**config.mk**
```make
export PLATFORM = sky130hd
export DESIGN_NAME = strobe_arbiter_flat
export DESIGN_NICKNAME = d
export VERILOG_FILES = /design/src/rtl/strobe_arbiter_pkg.sv /design/src/rtl/strobe_arbiter_if.sv /design/src/rtl/strobe_arbiter_rr.sv /design/src/rtl/strobe_arbiter.sv /design/src/flat_wrapper.sv
export SDC_FILE = /design/constraint.sdc
export NUM_CORES = 1
export LEC_CHECK = 0
export ABC_AREA = 1
export CORE_ASPECT_RATIO = 0.6
export CORE_MARGIN = 10
export CORE_UTILIZATION = 63
export DETAILED_ROUTE_END_ITERATION = 16
export DONT_BUFFER_PORTS = 1
export PLACE_DENSITY = 0.79
export RECOVER_POWER = 100
export SYNTH_ARGS = -nofsm -noshare
export SYNTH_HDL_FRONTEND = slang
export SYNTH_HIERARCHICAL = 1
export SYNTH_SLANG_ARGS = --single-unit
```
**constraint.sdc**
```tcl
create_clock -name clk -period 3.29 [get_ports clk]
set_input_delay 0.658 -clock clk [delete_from_list [all_inputs] [get_ports clk]]
set_output_delay 0.658 -clock clk [all_outputs]
set_load 0.02 [all_outputs]
```
**src/rtl/strobe_arbiter_pkg.sv**
```systemverilog
// Shared types and helpers for the strobe arbiter.
// FSM state encoding and counter-width helper.
package strobe_arbiter_pkg;

    typedef enum logic [1:0] {
        ST_IDLE     = 2'd0,
        ST_HOLD     = 2'd1,
        ST_WAIT_ACK = 2'd2
    } state_e;

    // clog2 that never yields a zero-width vector
    function automatic int cw(input int v);
        return (v <= 2) ? 1 : $clog2(v);
    endfunction

endpackage

```
**src/rtl/strobe_arbiter_if.sv**
```systemverilog
// Request/crossing bundle between requesters, arbiter and the CDC channel.
// master = arbiter side, slave = requesters plus crossing.
interface strobe_arbiter_if #(
    parameter int N     = 4,
    parameter int WIDTH = 8,
    parameter int IDW   = 2
);
    logic [N-1:0]         req_valid;
    logic [N*WIDTH-1:0]   req_data;
    logic [N-1:0]         req_ready;
    logic                 xfer_strobe;
    logic [IDW+WIDTH-1:0] xfer_data;
    logic                 ack_strobe;

    modport master (
        input  req_valid, req_data, ack_strobe,
        output req_ready, xfer_strobe, xfer_data
    );

    modport slave (
        output req_valid, req_data, ack_strobe,
        input  req_ready, xfer_strobe, xfer_data
    );
endinterface

```
**src/rtl/strobe_arbiter_rr.sv**
```systemverilog
// Round-robin arbiter: one-hot grant, first valid at or after the pointer.
// The pointer moves past the winner only when the grant is taken.
module rr_arbiter
    import strobe_arbiter_pkg::*;
#(
    parameter int N  = 4,
    parameter int IW = 2
) (
    input  logic          clk,
    input  logic          reset_n,
    input  logic [N-1:0]  req,
    input  logic          enable,
    input  logic          advance,
    output logic [N-1:0]  grant,
    output logic [IW-1:0] idx
);
    logic [IW-1:0] ptr_q;
    logic [IW-1:0] ptr_d;
    logic          found;

    always_comb begin
        grant = '0;
        idx   = '0;
        found = 1'b0;
        for (int k = 0; k < N; k++) begin
            if (!found && enable && req[(int'(ptr_q) + k) % N]) begin
                grant[(int'(ptr_q) + k) % N] = 1'b1;
                idx   = IW'((int'(ptr_q) + k) % N);
                found = 1'b1;
            end
        end
    end

    assign ptr_d = IW'((int'(idx) + 1) % N);

    always_ff @(posedge clk or negedge reset_n) begin
        if (!reset_n) begin
            ptr_q <= '0;
        end else if (advance) begin
            ptr_q <= ptr_d;
        end
    end
endmodule

```
**src/rtl/strobe_arbiter.sv**
```systemverilog
// Source-domain scheduler sharing one strobe/toggle crossing among N requesters.
// Spaces strobes by GAP+1 cycles and optionally waits for a returned ack.
module strobe_arbiter
    import strobe_arbiter_pkg::*;
#(
    parameter int N       = 4,
    parameter int WIDTH   = 8,
    parameter int IDW     = 2,
    parameter int GAP     = 8,
    parameter int USE_ACK = 0,
    parameter int TIMEOUT = 64
) (
    input  logic            clk,
    input  logic            reset_n,
    input  logic            enable,
    strobe_arbiter_if.master bus,
    output logic            busy,
    output logic            timeout_err
);
    localparam int CW = cw(GAP + 1);
    localparam int TW = cw(TIMEOUT + 1);

    state_e               state_q;
    logic [CW-1:0]        cnt_q;
    logic [TW-1:0]        tcnt_q;
    logic                 ack_seen_q;
    logic                 strobe_q;
    logic                 terr_q;
    logic [IDW+WIDTH-1:0] data_q;

    logic [N-1:0]   grant;
    logic [IDW-1:0] idx;
    logic [WIDTH-1:0] payload;
    logic           ack;
    logic           accept;

    rr_arbiter #(.N(N), .IW(IDW)) u_rr (
        .clk     (clk),
        .reset_n (reset_n),
        .req     (bus.req_valid),
        .enable  (enable && (state_q == ST_IDLE)),
        .advance (accept),
        .grant   (grant),
        .idx     (idx)
    );

    assign accept = |grant;
    assign ack    = (USE_ACK != 0) && bus.ack_strobe;

    always_comb begin
        payload = '0;
        for (int k = 0; k < N; k++) begin
            if (grant[k]) payload = bus.req_data[k*WIDTH +: WIDTH];
        end
    end

    always_ff @(posedge clk or negedge reset_n) begin
        if (!reset_n) begin
            state_q    <= ST_IDLE;
            cnt_q      <= '0;
            tcnt_q     <= '0;
            ack_seen_q <= 1'b0;
            strobe_q   <= 1'b0;
            terr_q     <= 1'b0;
            data_q     <= '0;
        end else begin
            strobe_q <= 1'b0;
            terr_q   <= 1'b0;
            unique case (state_q)
                ST_IDLE: begin
                    if (accept) begin
                        data_q     <= {idx, payload};
                        strobe_q   <= 1'b1;
                        cnt_q      <= CW'(GAP - 1);
                        ack_seen_q <= 1'b0;
                        state_q    <= ST_HOLD;
                    end
                end
                ST_HOLD: begin
                    if (cnt_q == '0) begin
                        ack_seen_q <= 1'b0;
                        tcnt_q     <= '0;
                        // an ack already seen lets us skip WAIT_ACK entirely
                        if ((USE_ACK != 0) && !(ack_seen_q || ack))
                            state_q <= ST_WAIT_ACK;
                        else
                            state_q <= ST_IDLE;
                    end else begin
                        cnt_q <= cnt_q - 1'b1;
                        if (ack) ack_seen_q <= 1'b1;
                    end
                end
                ST_WAIT_ACK: begin
                    if (ack || ack_seen_q) begin
                        ack_seen_q <= 1'b0;
                        state_q    <= ST_IDLE;
                    end else if ((TIMEOUT != 0) &&
                                 (tcnt_q == TW'(TIMEOUT - 1))) begin
                        terr_q  <= 1'b1;
                        state_q <= ST_IDLE;
                    end else begin
                        tcnt_q <= tcnt_q + 1'b1;
                    end
                end
                default: state_q <= ST_IDLE;
            endcase
        end
    end

    assign bus.req_ready   = grant;
    assign bus.xfer_strobe = strobe_q;
    assign bus.xfer_data   = data_q;
    assign busy            = (state_q != ST_IDLE);
    assign timeout_err     = terr_q;
endmodule

```
**src/flat_wrapper.sv**
```systemverilog
// flat-port wrapper written by rule: the top's interface ports become plain ports
module strobe_arbiter_flat import strobe_arbiter_pkg::*;
#(
    parameter int N       = 4,
    parameter int WIDTH   = 8,
    parameter int IDW     = 2,
    parameter int GAP     = 8,
    parameter int USE_ACK = 0,
    parameter int TIMEOUT = 64
)
  (clk, reset_n, enable, busy, timeout_err, bus_req_valid, bus_req_data, bus_ack_strobe, bus_req_ready, bus_xfer_strobe, bus_xfer_data);
  strobe_arbiter_if #(.N(N), .WIDTH(WIDTH), .IDW(IDW)) bus_i ();
  input  logic clk;
  input  logic reset_n;
  input  logic enable;
  output logic busy;
  output logic timeout_err;
  input wire logic [$bits(bus_i.req_valid)-1:0] bus_req_valid;
  input wire logic [$bits(bus_i.req_data)-1:0] bus_req_data;
  input wire logic [$bits(bus_i.ack_strobe)-1:0] bus_ack_strobe;
  output wire logic [$bits(bus_i.req_ready)-1:0] bus_req_ready;
  output wire logic [$bits(bus_i.xfer_strobe)-1:0] bus_xfer_strobe;
  output wire logic [$bits(bus_i.xfer_data)-1:0] bus_xfer_data;
  assign bus_i.req_valid = bus_req_valid;
  assign bus_i.req_data = bus_req_data;
  assign bus_i.ack_strobe = bus_ack_strobe;
  assign bus_req_ready = bus_i.req_ready;
  assign bus_xfer_strobe = bus_i.xfer_strobe;
  assign bus_xfer_data = bus_i.xfer_data;
  strobe_arbiter #(.N(N), .WIDTH(WIDTH), .IDW(IDW), .GAP(GAP), .USE_ACK(USE_ACK), .TIMEOUT(TIMEOUT)) u_core (.clk(clk), .reset_n(reset_n), .enable(enable), .bus(bus_i), .busy(busy), .timeout_err(timeout_err));
endmodule
```
# Word-level counts from Yosys, hierarchy flattened
# Cells that the tools add are included.
[classes]
add_sub_neg = 6
magnitude_cmp = 8
n_eq_ne = 9
mux = 54
n_bitwise = 6
reduce_logical = 30
[ops]
columns = ["cell", "n"]
rows = [
  ["$mux 8", 4],
  ["$mux 4", 6],
  ["$mux 1", 21],
  ["$mux 7", 3],
  ["$mux 2", 8],
  ["$pmux 7 s2", 1],
  ["$logic_and 1x1->1", 12],
  ["$lt 3x4->1 const B", 3],
  ["$or 4x4->4", 3],
  ["$ge 3x1->1 const B", 3],
  ["$reduce_and 3->1", 3],
  ["$bmux 1 s2", 4],
  ["$demux 1 s2", 4],
  ["$pmux 4 s2", 1],
  ["$add 7x1->7 const B", 1],
  ["$eq 7x6->1 const B", 1],
  ["$ne 2x2->1 const B", 3],
  ["$pmux 2 s3", 1],
  ["$reduce_bool 2->1", 3],
  ["$reduce_or 2->1", 3],
  ["$add 2x1->2 const B", 2],
  ["$add 2x2->2 const B", 2],
  ["$logic_not 4->1", 1],
  ["$ne 2x1->1 const B", 2],
  ["other kinds (14)", 18],
]
[totals]
reg_bits = 28
in_bits = 40
output_inout_bits = 17
wordCells = 121

# Depth between registers and ports, before layout
[depth]
word_depth = 20
ltp_mapped = 17

# Hierarchy
# The synthesis kept the hierarchy.
[by_module_without_submodules]
columns = ["mod", "n_inst", "cells_each", "area_per_inst_um2", "seq_area_each_um2"]
rows = [
  ["strobe_arbiter", 1, 155, 1032.2, 400.4],
  ["rr_arbiter", 1, 99, 603.1, 50.0],
]

# Least setup slack after synthesis
# Ideal clock, no wire load.
[synth_path]
path_type = "flip-flop to flip-flop"
from = "register with a tool-made name"
to = "register u_core.data_q[9], in the netlist u_core/bus.xfer_data[9]"
setup_ps = 116
arrival_time_ps = 2698
required_time_ps = 3174
path_slack_ps = 475
stages_incl_launch_ff = 17
path_buffers = 2
period_less_slack_ps = 2815
cell_sequence = "dfrtp_1 > inv_4 > ha_1 > inv_1 > nand3_2 > nand2_2 > inv_1 > nor2_2 > nand2_1 > o21ai_0 > buf_4 > nor2_4 > nand2_4 > nand2_4 > buf_4 > nand2_1 > nand2_1"
[synth_lines]
columns = ["element", "line_no", "text"]
rows = [
  ["end signal, assigned", "strobe_arbiter.sv:72", "data_q <= {idx, payload};"],
  ["end, declared", "strobe_arbiter.sv:29", "logic [IDW+WIDTH-1:0] data_q;"],
]

# Worst setup path in the final report
[layout_path]
from = "register u_core.u_rr.ptr_q[1]"
to = "output port bus_req_ready[2]"
[layout_between]
elab_chain_len = 16
elab_cells_between_ends = 60
[layout_rtl]
columns = ["element", "line_no", "text"]
rows = [
  ["start, declared", "strobe_arbiter_rr.sv:17", "logic [IW-1:0] ptr_q;"],
  ["start signal, assigned", "strobe_arbiter_rr.sv:40", "ptr_q <= ptr_d;"],
  ["branches (longest 15 deep; another with $lt 3x4->1)", "n/a", ""],
  ["$mux 4 (*)", "strobe_arbiter_rr.sv:26", "if (!found && enable && req[(int'(ptr_q) + k) % N]) begin"],
  ["end, declared", "flat_wrapper.sv:21", "output wire logic [$bits(bus_i.req_ready)-1:0] bus_req_ready;"],
]
# Mark *: on every way between the ends. The select of a mux whose other input is x is not followed.

==> results.py <==
metrics = {
    "placement": {
        "hpwl_um": 3398,
        "preCtsSetupSlack_ns": 0.4909,
        "gp_congestion": 0.8427,
        "numPortBuffers": 0,
        "dp.cells": 289,
    },
    "cells_and_area": {
        "stdcell_count": 293,
        "final_layout_size_suffix_gt1_frac": 0.1379,
        "antennaDiodeCount": 0,
        "num-fill-cells": 229,
        "syn_to_final_growth_pct": 5.509,
        "nNetsFinal": 311,
    },
    "yosys": {
        "synth_xor_area_frac": 0,
        "ys_seq_area_frac": 0.2754,
        "synth_compound_area_frac": 0.07804,
        "muxShareOfSynthArea": 0,
        "ys_seq_elements": 18,
        "synth-warning-count": 6,
        "ys_types": 22,
        "synth_area_um2": 1635,
        "synth_area_per_cell_um2": 6.438,
        "synthCells": 254,
        "synth_top_family_by_area": "simple AND/OR/NAND/NOR gates",
        "syn_nets": 303,
        "synth-simple-area-share": 0.4660,
        "synth_adder_area_share": 0.06886,
    },
    "global_routing": {
        "met3_usage": 0.07830,
        "grt_usage": 0.1598,
        "grt_max_degree": 22,
        "grt.overflow.total": 0,
        "grt_util_met2": 0.2255,
        "top_usage_layer": "met2",
        "grt_pass1_wl_um": 6568,
        "antenna_found_initial": 0,
        "grt_use_met1": 0.2172,
        "first_global_vias": 1362,
    },
    "drt": {
        "vias": 1529,
        "drc_errors": 0,
        "routed_wirelength_um": 4124,
        "avgRoutedWirePerCell_um": 14.08,
        "vias_per_cell": 5.218,
        "drtAntennaViolNets": 0,
        "firstDrtPassIters": 5,
        "drt_iter0_markers": 145,
    },
    "pwr": {
        "peakVddDrop_mv": 0.5101,
        "p_total_mw": 1.760,
        "p_seq_frac": 0.285,
        "power_density_nw_per_um2": 1020,
        "p_comb_frac": 0.613,
        "swShare": 0.5487,
        "power.leakage_nw": 1.018,
        "clkPwrFrac": 0.102,
        "switching_power_mw": 0.9658,
        "p_int_mw": 0.7943,
    },
    "clock_network": {
        "h-tree-depth": 1,
        "cts_setup_buffers": 0,
        "clockBufferDepth": 2,
        "clk_pin_slew_ns": 0.07,
        "cts_sinks": 18,
        "cts_tree": "built",
        "clock_latency_ns": 0.25,
        "cts_root_buffer": "clkbuf_8",
        "cts_buffers": 3,
    },
    "setup_path": {
        "crit_slowest_cell": "dfrtp_1",
        "critical-path-top-delay-family": "flip-flops",
        "cpMostUsedCell": "inv_1",
        "cp-end-kind": "output pin",
        "cp-startpoint": "u_core/u_rr/ptr_q[1]",
        "reg2reg_setup_slack_ns": 0.38,
        "cp.required_ns": 2.63,
        "cp-endpoint": "bus_req_ready[2]",
        "worst_setup_path_start_kind": "flop",
        "critPathMaxFanout": 9,
        "path_class": "reg2out",
        "crit_chain": "inv_1 > ha_1 > inv_1 > nand3_2 > nand2_2 > inv_1 > nor2_2 > nand2_1 > o21ai_2 > clkbuf_2",
        "crit_cells": 10,
        "cpPeakStageDelay_ns": 0.54,
        "crit_arrival_ns": 2.35,
        "worstRegToRegCells": 16,
        "worst-path-buf-inv": 4,
        "r2r-end": "u_core/cnt_q[1]",
        "reg2reg_from": "u_core/u_rr/ptr_q[1]",
    },
    "timing": {
        "max_freq_mhz": 332.2,
        "drv_slew": 0,
        "hold_viol": 0,
        "setup_ws_ns": 0.2800,
        "whs_ns": 0.09221,
        "finalSetupViolCount": 0,
        "rsz0062_at_grt": "false",
        "period_share": 0.9149,
        "min_period_ns": 3.010,
        "finalSetupTns_ns": 0,
        "fin_skew_ns": 0.001821,
    },
    "floorplanning": {
        "core_area_um2": 2487,
        "rows": 14,
        "dieArea_um2": 5101,
        "die_w_um": 85.78,
        "die_y_um": 59.47,
        "start_util": 0.6574,
        "top_level_ports": 57,
    },
    "run_status": {
        "status": "finished clean",
    },
    "flow_run": {
        "cap_violations": 0,
    },
    "worst_hold_path": {
        "hp-class": "in2async",
    },
}
[synth_stat cells]
library cell   n  area [um^2]
nand2_1       99        371.6
inv_1         28        105.1
nor2_1        22        82.58
dfrtp_1       18        450.4
nand3_1       17        85.08
a21oi_1       13        65.06
ha_1           9        112.6
nand2_2        7        43.79
nand3_2        7        70.07
o21ai_0        7        35.03
buf_4          4        30.03
nand4_1        4        25.02
buf_6          3        33.78
nand2_4        3        33.78
nor2_4         3        33.78
o21ai_1        3        15.01
o22ai_1        2        12.51
conb_1         1        3.750
inv_2          1        3.750
inv_4          1        6.260
nor2_2         1        6.260
nor3_2         1        10.01
[worst reg2reg max path: cells and delay by family, from the launching register on]
kind / cells / cell delay, ns
and+or+nand+nor: 9 / 1.19
DFF: 1 / 0.54
buffers and inverters: 3 / 0.40
adders and majority gates: 1 / 0.36
AOI/OAI and AO/OA: 3 / 0.29
[timing repair]
action | in CTS | in global routing
endpoints found under the setup margin | 0 | 1
hold buffers | 0 | 0
gates resized for setup | 0 | 1
[area by class of cell]
| class | count | area (um^2) | area share |
|---|---|---|---|
| sequential | 18 | 450.4 | 0.2611 |
| timing repair buffer | 10 | 67.56 | 0.03916 |
| multi-input combinational | 199 | 997.2 | 0.5780 |
| clock buffer | 4 | 55.05 | 0.03191 |
| inverter | 30 | 115.1 | 0.06671 |
| tap | 32 | 40.04 | 0.02321 |
[cells in the final DEF (no fill, tap or decap), drive strengths merged]
cell type	count
o22ai	2
nor2	26
dfrtp	18
clkbuf	7
inv	30
nand3	24
o21ai	10
a21oi	13
nand2	109
buf	7
conb	1
ha	9
nand4	4
nor3	1
[how the worst min path moves through the flow]
stage                                          to  slack, ns  depth (start not counted)  startpoint
after floorplan           u_core/bus.xfer_data[0]       0.36                          0     reset_n
final                     u_core/bus.xfer_data[1]       0.09                          0     reset_n
after detailed placement  u_core/bus.xfer_data[2]       0.36                          0     reset_n
after CTS                 u_core/bus.xfer_data[2]       0.09                          0     reset_n
after global placement    u_core/bus.xfer_data[2]       0.36                          0     reset_n
after global routing      u_core/bus.xfer_data[1]       0.08                          0     reset_n
[sequential cells by signal (all words and copies together) (netlist names), named ones only]
register / flops
u_core/state_q: 1
u_core/bus.xfer_data: 10
u_core/u_rr/ptr_q: 1
u_core/cnt_q: 4
u_core/bus.xfer_strobe: 1
[cell families after synthesis]
logic type,after synthesis
compound gates,25
fa+ha+maj,9
buf+inv,37
flops,18
other cells,1
simple gates,164
[power by group through the flow]
stage          Combinational, mW  Clock [mW]  Sequential, mW
6_report                    1.08       0.180           0.501
5_1_grt                     1.24       0.193           0.519
4_1_cts                     1.10       0.184           0.503
3_5_place_dp                1.10           0           0.507
3_3_place_gp                1.07           0           0.506
2_1_floorplan              0.896           0           0.489
[through the flow]
stage	utilization	area, um^2
after floorplan	-	1635
after CTS	0.7002	1742
after global routing	0.6937	1725
final	0.6937	1725
after detailed placement	0.6781	1687
after global placement	0.6781	1687
[per-layer routing]
metal,part of all wire,vias up
li1,-,808
met1,0.45,656
met2,0.41,61
met3,0.13,4
met4,0.0051,0
met5,0,-
No activity file was read; power rests on OpenSTA's default activity.
